<file path="src/rtl/sys_io_pkg.sv">
// -----------------------------------------------------------------------------
// sys_io_pkg
// Shared types and constants for the controller frame link between
// controller_tx (transmitter) and sys_io (receiver).
//   controller_t : 24-bit controller snapshot {joystick_x, joystick_y, buttons}
//   START_CHAR   : first byte of every frame
//   TRAILER      : last byte of every frame
//   FRAME_BYTES  : bytes per frame
//   BUTTON_BYTES : one byte per button bit
//   frame_byte() : byte at a given position of the frame for a snapshot
// -----------------------------------------------------------------------------
package sys_io_pkg;

    typedef struct packed {
        logic [7:0] joystick_x;
        logic [7:0] joystick_y;
        logic [7:0] buttons;
    } controller_t;

    localparam logic [7:0] START_CHAR   = 8'hFF;
    localparam logic [7:0] TRAILER      = 8'h00;
    localparam int         FRAME_BYTES  = 12;
    localparam int         BUTTON_BYTES = 8;

    typedef enum logic [1:0] {
        TX_IDLE  = 2'd0,
        TX_SHIFT = 2'd1,
        TX_GAP   = 2'd2
    } tx_state_t;

    // Frame layout: START, buttons[7]..buttons[0] as 0x00/0x01, y, x, TRAILER.
    function automatic logic [7:0] frame_byte(input controller_t c, input logic [3:0] idx);
        logic [7:0] b;
        logic [2:0] bsel;
        b    = TRAILER;
        bsel = 3'(4'd8 - idx);
        case (idx)
            4'd0:                       b = START_CHAR;
            4'd1, 4'd2, 4'd3, 4'd4,
            4'd5, 4'd6, 4'd7, 4'd8:     b = {7'd0, c.buttons[bsel]};
            4'd9:                       b = c.joystick_y;
            4'd10:                      b = c.joystick_x;
            default:                    b = TRAILER;
        endcase
        return b;
    endfunction

endpackage

</file>
<file path="src/rtl/spi_byte_tx.sv">
// -----------------------------------------------------------------------------
// spi_byte_tx
// Shifts one byte out MSB first. Data changes only while SCLK is low; SCLK
// rises CLK_DIV cycles after a bit is presented and falls CLK_DIV cycles later,
// presenting the next bit on that same falling edge. After the eighth falling
// edge the data line returns to 0 and done_out pulses for one cycle.
//   clk_in    : system clock
//   rst_in    : synchronous active-high reset
//   load_in   : start a byte; bit7 appears on the same edge
//   byte_in   : byte to send, sampled when load_in=1
//   done_out  : one-cycle pulse, coincident with the final SCLK fall
//   sclk_out  : serial clock, idles low
//   sdata_out : serial data, idles low
// -----------------------------------------------------------------------------
module spi_byte_tx
    import sys_io_pkg::*;
#(
    parameter int CLK_DIV = 50
) (
    input  logic       clk_in,
    input  logic       rst_in,
    input  logic       load_in,
    input  logic [7:0] byte_in,
    output logic       done_out,
    output logic       sclk_out,
    output logic       sdata_out
);

    localparam int          HW        = $clog2(CLK_DIV + 1);
    localparam logic [HW-1:0] HALF_LAST = HW'(CLK_DIV - 1);

    logic          r_active;
    logic          r_sclk;
    logic          r_sdata;
    logic          r_done;
    logic [7:0]    r_shreg;
    logic [2:0]    r_bit_cnt;
    logic [HW-1:0] r_half_cnt;

    // Half-period timing, bit shifting and end-of-byte pulse.
    always_ff @(posedge clk_in) begin
        if (rst_in) begin
            r_active   <= 1'b0;
            r_sclk     <= 1'b0;
            r_sdata    <= 1'b0;
            r_done     <= 1'b0;
            r_shreg    <= 8'd0;
            r_bit_cnt  <= 3'd0;
            r_half_cnt <= {HW{1'b0}};
        end else begin
            r_done <= 1'b0;
            if (load_in) begin
                r_active   <= 1'b1;
                r_shreg    <= byte_in;
                r_sdata    <= byte_in[7];
                r_sclk     <= 1'b0;
                r_bit_cnt  <= 3'd0;
                r_half_cnt <= {HW{1'b0}};
            end else if (r_active) begin
                if (r_half_cnt == HALF_LAST) begin
                    r_half_cnt <= {HW{1'b0}};
                    if (!r_sclk) begin
                        r_sclk <= 1'b1;
                    end else begin
                        r_sclk <= 1'b0;
                        if (r_bit_cnt == 3'd7) begin
                            // Last fall: release the data line for the gap.
                            r_active <= 1'b0;
                            r_sdata  <= 1'b0;
                            r_done   <= 1'b1;
                        end else begin
                            r_bit_cnt <= r_bit_cnt + 3'd1;
                            r_shreg   <= {r_shreg[6:0], 1'b0};
                            r_sdata   <= r_shreg[6];
                        end
                    end
                end else begin
                    r_half_cnt <= r_half_cnt + HW'(1);
                end
            end
        end
    end

    assign done_out  = r_done;
    assign sclk_out  = r_sclk;
    assign sdata_out = r_sdata;

endmodule

</file>
<file path="src/rtl/controller_tx.sv">
// -----------------------------------------------------------------------------
// controller_tx
// Serialises a controller_t snapshot into the 12-byte controller frame
// (START, 8 button bytes, y, x, TRAILER) on a 2-wire SCLK/data link, with an
// idle gap of GAP_CYCLES after every byte.
//   clk_in        : system clock
//   rst_in        : synchronous active-high reset, abandons any frame
//   controller_in : snapshot, latched only on the accept cycle
//   send_in       : frame request, accepted only while idle
//   busy_out      : frame in progress
//   done_out      : one-cycle pulse when the frame completes
//   chip_data_out : serial data, MSB first
//   chip_clk_out  : serial clock, idles low
// -----------------------------------------------------------------------------
module controller_tx
    import sys_io_pkg::*;
#(
    parameter int CLK_DIV    = 50,
    parameter int GAP_CYCLES = 100
) (
    input  logic        clk_in,
    input  logic        rst_in,
    input  controller_t controller_in,
    input  logic        send_in,
    output logic        busy_out,
    output logic        done_out,
    output logic        chip_data_out,
    output logic        chip_clk_out
);

    localparam int            GW       = $clog2(GAP_CYCLES + 1);
    localparam logic [GW-1:0] GAP_LAST = GW'(GAP_CYCLES - 1);
    localparam logic          GAP_ONE  = (GAP_CYCLES == 1);
    localparam logic [3:0]    LAST_IDX = 4'(FRAME_BYTES - 1);

    tx_state_t     r_state;
    tx_state_t     w_next_state;
    controller_t   r_frame;
    logic [3:0]    r_byte_idx;
    logic [GW-1:0] r_gap_cnt;
    logic          r_busy;
    logic          r_done;

    logic          w_spi_done;
    logic          w_accept;
    logic          w_gap_end;
    logic          w_last_byte;
    logic          w_load;
    logic [7:0]    w_byte;

    spi_byte_tx #(
        .CLK_DIV (CLK_DIV)
    ) u_spi (
        .clk_in    (clk_in),
        .rst_in    (rst_in),
        .load_in   (w_load),
        .byte_in   (w_byte),
        .done_out  (w_spi_done),
        .sclk_out  (chip_clk_out),
        .sdata_out (chip_data_out)
    );

    // The cycle in which the byte engine reports done is gap cycle 0, so the
    // gap ends either right there (GAP_CYCLES=1) or when the GAP count hits its last value.
    assign w_accept    = (r_state == TX_IDLE) && send_in;
    assign w_last_byte = (r_byte_idx == LAST_IDX);
    assign w_gap_end   = ((r_state == TX_SHIFT) && w_spi_done && GAP_ONE) ||
                         ((r_state == TX_GAP) && (r_gap_cnt == GAP_LAST));

    // FSM state register.
    always_ff @(posedge clk_in) begin
        if (rst_in) begin
            r_state <= TX_IDLE;
        end else begin
            r_state <= w_next_state;
        end
    end

    // FSM next-state logic.
    always_comb begin
        w_next_state = r_state;
        case (r_state)
            TX_IDLE: begin
                if (send_in) begin
                    w_next_state = TX_SHIFT;
                end else begin
                    w_next_state = TX_IDLE;
                end
            end
            TX_SHIFT: begin
                if (w_gap_end) begin
                    w_next_state = w_last_byte ? TX_IDLE : TX_SHIFT;
                end else if (w_spi_done) begin
                    w_next_state = TX_GAP;
                end else begin
                    w_next_state = TX_SHIFT;
                end
            end
            TX_GAP: begin
                if (w_gap_end) begin
                    w_next_state = w_last_byte ? TX_IDLE : TX_SHIFT;
                end else begin
                    w_next_state = TX_GAP;
                end
            end
            default: w_next_state = TX_IDLE;
        endcase
    end

    // FSM outputs: byte-engine load strobe and the byte to load.
    always_comb begin
        w_load = 1'b0;
        w_byte = TRAILER;
        case (r_state)
            TX_IDLE: begin
                if (send_in) begin
                    w_load = 1'b1;
                    w_byte = frame_byte(controller_in, 4'd0);
                end else begin
                    w_load = 1'b0;
                end
            end
            TX_SHIFT, TX_GAP: begin
                if (w_gap_end && !w_last_byte) begin
                    w_load = 1'b1;
                    w_byte = frame_byte(r_frame, r_byte_idx + 4'd1);
                end else begin
                    w_load = 1'b0;
                end
            end
            default: begin
                w_load = 1'b0;
                w_byte = TRAILER;
            end
        endcase
    end

    // Frame latch, byte index, gap counter and handshake outputs.
    always_ff @(posedge clk_in) begin
        if (rst_in) begin
            r_frame    <= '{joystick_x: 8'd0, joystick_y: 8'd0, buttons: 8'd0};
            r_byte_idx <= 4'd0;
            r_gap_cnt  <= {GW{1'b0}};
            r_busy     <= 1'b0;
            r_done     <= 1'b0;
        end else begin
            r_done <= 1'b0;
            if (w_accept) begin
                r_frame    <= controller_in;
                r_byte_idx <= 4'd0;
                r_gap_cnt  <= {GW{1'b0}};
                r_busy     <= 1'b1;
            end else if (w_gap_end) begin
                r_gap_cnt <= {GW{1'b0}};
                if (w_last_byte) begin
                    r_byte_idx <= 4'd0;
                    r_busy     <= 1'b0;
                    r_done     <= 1'b1;
                end else begin
                    r_byte_idx <= r_byte_idx + 4'd1;
                end
            end else if ((r_state == TX_SHIFT) && w_spi_done) begin
                r_gap_cnt <= GW'(1);
            end else if (r_state == TX_GAP) begin
                r_gap_cnt <= r_gap_cnt + GW'(1);
            end else begin
                r_gap_cnt <= r_gap_cnt;
            end
        end
    end

    assign busy_out = r_busy;
    assign done_out = r_done;

endmodule

</file>
<file path="config.mk">
export PLATFORM = sky130hd
export DESIGN_NAME = controller_tx
export DESIGN_NICKNAME = d
export VERILOG_FILES = /design/src/rtl/sys_io_pkg.sv /design/src/rtl/spi_byte_tx.sv /design/src/rtl/controller_tx.sv
export SDC_FILE = /design/constraint.sdc
export NUM_CORES = 1
export LEC_CHECK = 0
export ABC_AREA = 1
export CAP_MARGIN = 0
export CORE_MARGIN = 8
export CORE_UTILIZATION = 47
export CTS_CLUSTER_SIZE = 25
export DETAILED_ROUTE_END_ITERATION = 7
export GPL_ROUTABILITY_DRIVEN = 0
export PLACE_DENSITY = 0.78
export SLEW_MARGIN = 40
export SYNTH_ARGS = -nofsm -noshare
export SYNTH_HDL_FRONTEND = slang
export SYNTH_SLANG_ARGS = --single-unit
</file>
<file path="constraint.sdc">
create_clock -name clk_in -period 3.51 [get_ports clk_in]
set_input_delay 0.702 -clock clk_in [delete_from_list [all_inputs] [get_ports clk_in]]
set_output_delay 0.702 -clock clk_in [all_outputs]
set_load 0.005 [all_outputs]
</file>
==> flow_metrics.tcl <==
set metrics [dict create \
    ant_nets 0 \
    dp_cells 500 \
    synth-xor-area-share 0.0210 \
    viasPerCell 5.17 \
    drc_errors 0 \
    die-width_um 94.9 \
    finalHoldViolations 0 \
    switching_share 0.235 \
    critPathArrivalTime_ns 2.56 \
    wl_per_cell_um 12.1 \
    dpl_worst_slack_ns 0.936 \
    drive_gt1_frac 0.0795 \
    rows 28 \
    wirelength_mm 6.25 \
    numPortBuffers 30 \
    critPathRequiredTime_ns 3.76 \
    cts_made_buffers 9 \
    fin_util 0.586 \
    synth-simple-area-share 0.342 \
    setup_violations 0 \
    cts_buffer_depth 2 \
    vias 2664 \
    synth-seq-cells 59 \
    holdWs_ns 0.466 \
    max_freq_mhz 434 \
    setup_slack_ns 1.21 \
    status "finished clean" \
    fin_crit_ns 2.30 \
    first_iter_violations 149 \
    syn_inst 406 \
    comb_power_share 0.098 \
    dieArea_um2 9000 \
    hp-class "flop to flop" \
    coreArea_um2 5960 \
    slowest_stage "clkdlybuf4s50_1" \
    layout.cells.non_filler 515 \
    worstPathCellList "clkdlybuf4s50_1, nand2_1, buf_4, inv_2, nor2_1, inv_1, nor2_1, nand2_1, nor3b_1" \
    synthMuxAreaShare 0 \
    syn_nets 446 \
    ctsResizeCount 0 \
    cp-start-kind "primary input" \
    cap_viol_max_count 0 \
    synth_warnings 0 \
    cp_num_cells 9 \
    path_class "primary input to flop" \
    seqPwrFrac 0.472 \
    pwr-share-clk 0.430 \
    setup_tns_ns 0 \
    grtUsageTotal 0.148 \
    clock_skew_ns 0.00955 \
    io_pins 31 \
    synth_top_family_by_area "simple AND/OR/NAND/NOR gates" \
    rsz0062_at_grt "false" \
    antenna_found_initial 0 \
    clk_pin_slew_ns 0.06 \
    p_switching_mw 0.361 \
    critical-path-max-stage-delay_ns 0.41 \
    hold_depth 2 \
    yosys.area_share.adder 0.0557 \
    areaGrowthSynthToFinish_pct 19.3 \
    max-slew-margin-rel 0.447 \
    report.final.slew_viol_count 0 \
    peakVddDrop_mv 0.268 \
    grt_first_pass_wirelength_mm 10.7 \
    grt_max_degree 30 \
    syn-cell-area_um2 2920 \
    fin_crit_sh 0.656 \
    critical-path-top-delay-family "buffers and inverters" \
    cp_num_buf_inv 4 \
    postCtsHoldBufs 0 \
    worst_slew_pin_slew_ns 0.828 \
    cts_tree "yes" \
    clk_latency_ns 0.34 \
    grt_pass1_vias 2470 \
    dp_hpwl_mm 4.47 \
    cts_sinks 59 \
    syn_area_per_cell_um2 7.20 \
    power_leakage_nw 1.40 \
    dpl_cell_area_um2 3270 \
    cts_setup_buffers 0 \
    die_h_um 94.9 \
    start_util 0.491 \
    synth_cell_types 34 \
    rr_worst_depth 10 \
    endpoint_kind "flop" \
    final_nets 476 \
    root_buffer "clkbuf_8" \
    p_int_mw 1.18 \
    finalPower_mw 1.54 \
    grt.overflow.total 0 \
    htreeDepth 3 \
    crit_fanout 29 \
    p_per_area_nw_per_um2 442 \
    diodes 0 \
    ys_seq_area_frac 0.404 \
    firstDrtPassIters 4 \
    synth_compound_gate_area_share 0.109 \
    fin_area_um2 3490 \
]
worst min-delay path: stages (launching register included):
cell and delay [ns]:
dfxtp_1 0.30, inv_1 0.06, a21oi_1 0.06
cell families after synthesis:
kind of cell | Yosys count
xor gates and xnor gates | 7
and+or+nand+nor | 219
AOI/OAI and AO/OA | 58
buffers and inverters | 50
DFF | 59
adders and majority gates | 13
layout make-up:
type                       instances  area, um^2
fill                             560        2470
multi-input combinational        297        1540
sequential                        59        1180
timing repair buffer              32         315
clock buffer                      14         183
inverter                          37         141
tap                               75        93.8
clock inverter                     1        30.0
registers in the layout, summed over array words and instances, names as in the netlist, 2 cells and up:
| name | flops |
|---|---|
| r_byte_idx | 4 |
| r_state | 2 |
| r_gap_cnt | 7 |
| u_spi.r_bit_cnt | 3 |
| u_spi.r_half_cnt | 6 |
| u_spi.r_shreg | 7 |
| r_frame | 24 |
synth_stat cells (all sizes together):
cell,count,share of area
nand3,32,0.063
inv,37,0.048
nor4,1,0.0021
o21ai,29,0.050
ha,13,0.056
nor3b,3,0.0077
a21oi,24,0.046
xor2,6,0.018
a22oi,1,0.0026
nor2,77,0.11
nor3,5,0.012
clkbuf,9,0.012
o211ai,2,0.0051
nand4,15,0.032
o32ai,1,0.0030
buf,4,0.0081
nand2,84,0.11
dfxtp,59,0.40
a211oi,1,0.0026
or2,1,0.0021
nand3b,1,0.0026
xnor2,1,0.0030
layout by cell type (no fill, tap or decap), drive strengths merged, types with 2 or more instances in the layout:
master         instances
clkdlybuf4s50         30
nand4                 15
nand3                 32
clkbuf                14
inv                   37
a21oi                 24
nand2                 84
nor2                  77
nor3                   5
nor3b                  3
ha                    13
dfxtp                 59
o211ai                 2
xor2                   6
o21ai                 29
buf                    2
layer usage:
layer,part of all wire,GRT usage,vias up
li1,-,-,1380
met1,0.49,0.177,1231
met2,0.46,0.243,43
met3,0.035,0.0413,10
met4,0.017,0.0676,0
met5,0,0,-
power groups by stage:
stage	Sequential, mW	Clock [mW]	Combinational (mW)
after global routing	0.731	0.694	0.172
final	0.727	0.662	0.150
after CTS	0.727	0.668	0.151
after global placement	0.741	0	0.145
after floorplan	0.736	0	0.0965
after detailed placement	0.742	0	0.150
worst paths after layout:
path            startpoint                to  slack [ns]
max                send_in      r_gap_cnt[2]        1.21
min             r_frame[1]        r_frame[1]        0.47
max reg2reg  r_byte_idx[0]  u_spi.r_shreg[6]        1.21
min reg2reg     r_frame[1]        r_frame[1]        0.47
(Power assumes the default switching activity.)
==> patch 1 (same settings) <==
One comparison of `r_byte_idx` changes from == to >=.
--- a/src/rtl/controller_tx.sv
+++ b/src/rtl/controller_tx.sv
@@ -65,3 +65,3 @@
     assign w_accept    = (r_state == TX_IDLE) && send_in;
-    assign w_last_byte = (r_byte_idx == LAST_IDX);
+    assign w_last_byte = (r_byte_idx >= LAST_IDX);
     assign w_gap_end   = ((r_state == TX_SHIFT) && w_spi_done && GAP_ONE) ||
Function: no difference found for any inputs over 10 cycles, from zero or initial values and one cycle with rst_in high; that may be too few to reach the edited logic, so the function may still have changed.
==> patch 1 against the original RTL <==
Total power shrank 3.7%. Clock power shrank 5.7%. Worst setup slack gained 0.041 ns. Wire length shrank 7.4%. Sequential cell count is the same. Combinational power shrank 9%. Final area shrank 1.8%. Area after synthesis shrank 2.0%. Critical path type unchanged. Highest routed layer unchanged.
==> patch 1: results (changes against the original RTL) <==
Status
  – Status: completed (unchanged)

Drt
  – Vias: 2518 (was 2664)
  – WL met3: 289 µm (was 219 µm)
  – Met2 WL: 2440 µm (was 2850 µm)

Yosys
  – Compound-Gate Fraction of Synth Area: 0.134 (was 0.109)
  – Synth area leaders: dfxtp_1, nand2_1, nor2_1, ha_1, o21ai_0 (was dfxtp_1, nand2_1, nor2_1, ha_1, nand3_1)
  – Top cells by count, synth: nand2_1, nor2_1, dfxtp_1 (unchanged)
  – XOR/XNOR share of the synthesized area: 0.0214 (was 0.0210)
  – Synth cell types: 33 (was 34)

Global route
  – Pin count of the biggest net entering global routing: 34 (was 30)
  – First-pass GRT wire length: 10400 µm (was 10700 µm)
  – Met3 usage in global routing: 0.0504 (was 0.0413)
  – Total Routing Usage GR: 0.145 (was 0.148)

STA
  – Setup Skew: 0.0129 ns (was 0.00955 ns)
  – Worst slew pin tran: 0.611 ns (was 0.828 ns)

Layout
  – Non-clk bufs: 31 (was 32)
  – Fin cells: 507 (was 515)
  – Inverter count: 33 (was 37)
  – Clk tree area frac: 0.0588 (was 0.0610)
  – Multi-In Gates: 294 (was 297)

Worst setup path
  – R2R Setup Slk: 1.41 ns (was 1.21 ns)

Place
  – Final HPWL DP: 4280 µm (was 4470 µm)

Worst hold path
  – Worst Hold End: u_spi.r_bit_cnt[1] (was r_frame[1])
  – Min-delay src: u_spi.r_bit_cnt[1] (was r_frame[1])

Power
  – Register share of total power: 0.488 (was 0.472)
[patch 1: cell types whose count changed after synthesis, sizes merged, moves of 5 or more]
cell / change
o21ai: +10
nand2: +7
nand4: -12
nand3: -6
inv: -5
[patch 1: critical path: stages]
cell             delay [ns]
clkdlybuf4s50_1        0.40
nand2_1                0.06
buf_4                  0.28
inv_2                  0.26
nor2_1                 0.24
inv_2                  0.08
nor2_1                 0.14
nand2_1                0.15
nor3b_1                0.19
[patch 1: per-stage QoR]
stage,cell area [µm²],utilization,setup WS [ns],hold slack (ns)
floorplan,2860,-,1.77,0.443
global placement,3220,0.545,0.942,0.453
detailed placement,3220,0.545,0.895,0.460
CTS,3430,0.579,1.25,0.475
global route,3430,0.579,1.01,0.494
finish,3430,0.579,1.25,0.471
==> patch 2 (same flow settings) <==
Without the edit above. Set the parameter `GAP_CYCLES` to 50 (it was 100).
--- a/src/rtl/controller_tx.sv
+++ b/src/rtl/controller_tx.sv
@@ -18,3 +18,3 @@
     parameter int CLK_DIV    = 50,
-    parameter int GAP_CYCLES = 100
+    parameter int GAP_CYCLES = 50
 ) (
Check against the original RTL: no difference found for any inputs over 10 cycles, from zero or initial values and one cycle with rst_in high; that may be too few to reach the edited logic, so the function may still have changed.
==> patch 2 against the original RTL <==
Maximum frequency fell by 4.5%. Die area fell by 0.36%. Clock skew fell by 0.0013 ns. Largest power group unchanged. Sequential cell count fell by 1. Wire length fell by 3.1%. Highest routed layer unchanged. Count of clock-buffer cells in the layout fell by 2. Critical path depth did not move. Critical path type is now reg2reg. Area after synthesis fell by 0.43%. Final area fell by 1.3%. Total power fell by 5.2%. Combinational power barely moved. Worst setup slack got worse by 0.11 ns.
==> patch 2: results (changes against the original RTL) <==
Status
  – Status: completed (unchanged)

Yosys
  – Synth cell types: 33 (was 34)
  – Synth area leaders: dfxtp_1, nand2_1, nor2_1, ha_1, nand3_1 (unchanged)
  – Sequential fraction of the synthesis area: 0.399 (was 0.404)
  – Syn Area/Cell: 7.19 µm² (was 7.20 µm²)
  – Compound-Gate Fraction of Synth Area: 0.113 (was 0.109)
  – Synth Area in Adders: 0.0602 (was 0.0557)
  – Synth top area share: 0.399 (was 0.404)

Layout
  – Inverter count: 36 (was 37)
  – Clk tree area frac: 0.0538 (was 0.0610)
  – Biggest regs: r_frame x24, u_spi.r_shreg x7 (was r_frame x24, r_gap_cnt x7, u_spi.r_shreg x7)
  – Multi-input combinational area share: 0.451 (was 0.442)
  – Fin nets: 475 (was 476)
  – Non-clk buf share: 0.0916 (was 0.0904)
  – Fin cells: 513 (was 515)
  – Share of cells above drive strength 1: 0.0731 (was 0.0795)
  – CLK BUF: 12 (was 14)
  – Fill cells: 588 (was 560)

Drt
  – Met2 WL: 2780 µm (was 2850 µm)
  – Vias: 2639 (was 2664)
  – Wirelength per Cell: 11.8 µm (was 12.1 µm)
  – DR iter-0 viols: 155 (was 149)

Worst hold path
  – Min-delay src: busy_out (was r_frame[1])
  – Worst Hold End: busy_out (was r_frame[1])

Worst setup path
  – Cell family with most CP delay: compound AO/OA/AOI/OAI gates (was buffers and inverters)
  – CP Launch Point: r_byte_idx[0] (was send_in)
  – CP max-delay cell: dfxtp_1 (was clkdlybuf4s50_1)
  – Reg2reg end: u_spi.r_shreg[3] (was u_spi.r_shreg[6])
  – CP arrival: 2.67 ns (was 2.56 ns)
  – CP Max Fanout: 18 (was 29)

Global route
  – Global Route met2 Usage: 0.235 (was 0.243)
  – First-pass GRT wire length: 10300 µm (was 10700 µm)
  – Via count of the first global-routing pass: 2445 (was 2470)
  – Total Routing Usage GR: 0.145 (was 0.148)
  – Met3 usage in global routing: 0.0429 (was 0.0413)

Place
  – Placed Area: 3250 µm² (was 3270 µm²)

STA
  – Worst hold margin: 0.468 ns (was 0.466 ns)
  – Slew HR: 0.621 (was 0.447)

Power
  – Maximum vdd drop: 0.345 mV (was 0.268 mV)
==> patch 2: changes by cell type in the layout (fill, tap and decap cells not counted), moves of 2 or more <==
cell      change
clkbuf_8      -3
clkinv_2      +2
inv_1         +3
inv_2         -3
nand3_1       +3
nor2_1        -2
nor2_4        -4
nor3b_1       -2
o21ai_4       +2
or2_2         +3
xor2_1        -3
==> patch 2: worst register-to-register path, stage by stage, from the launching register on <==
cell and delay (ns):
dfxtp_1 0.54, ha_1 0.26, inv_1 0.06, nor2_2 0.14, inv_1 0.11, o21ai_4 0.30, nor2_8 0.08, o21ai_4 0.39
nand2_1 0.26, a21oi_1 0.21
==> patch 2: where the power goes <==
group,switching (mW),total (mW),internal (mW)
logic,0.0804,0.150,0.0694
registers,0.0198,0.716,0.696
clock network,0.253,0.594,0.341
total,0.353,1.46,1.11
==> patch 2: through the flow <==
stage               setup slack (ns)  total power [mW]
finish                          1.10              1.46
floorplan                       1.46             0.824
CTS                             1.12              1.48
global placement               0.887             0.877
detailed placement             0.784             0.882
global route                   0.884              1.52
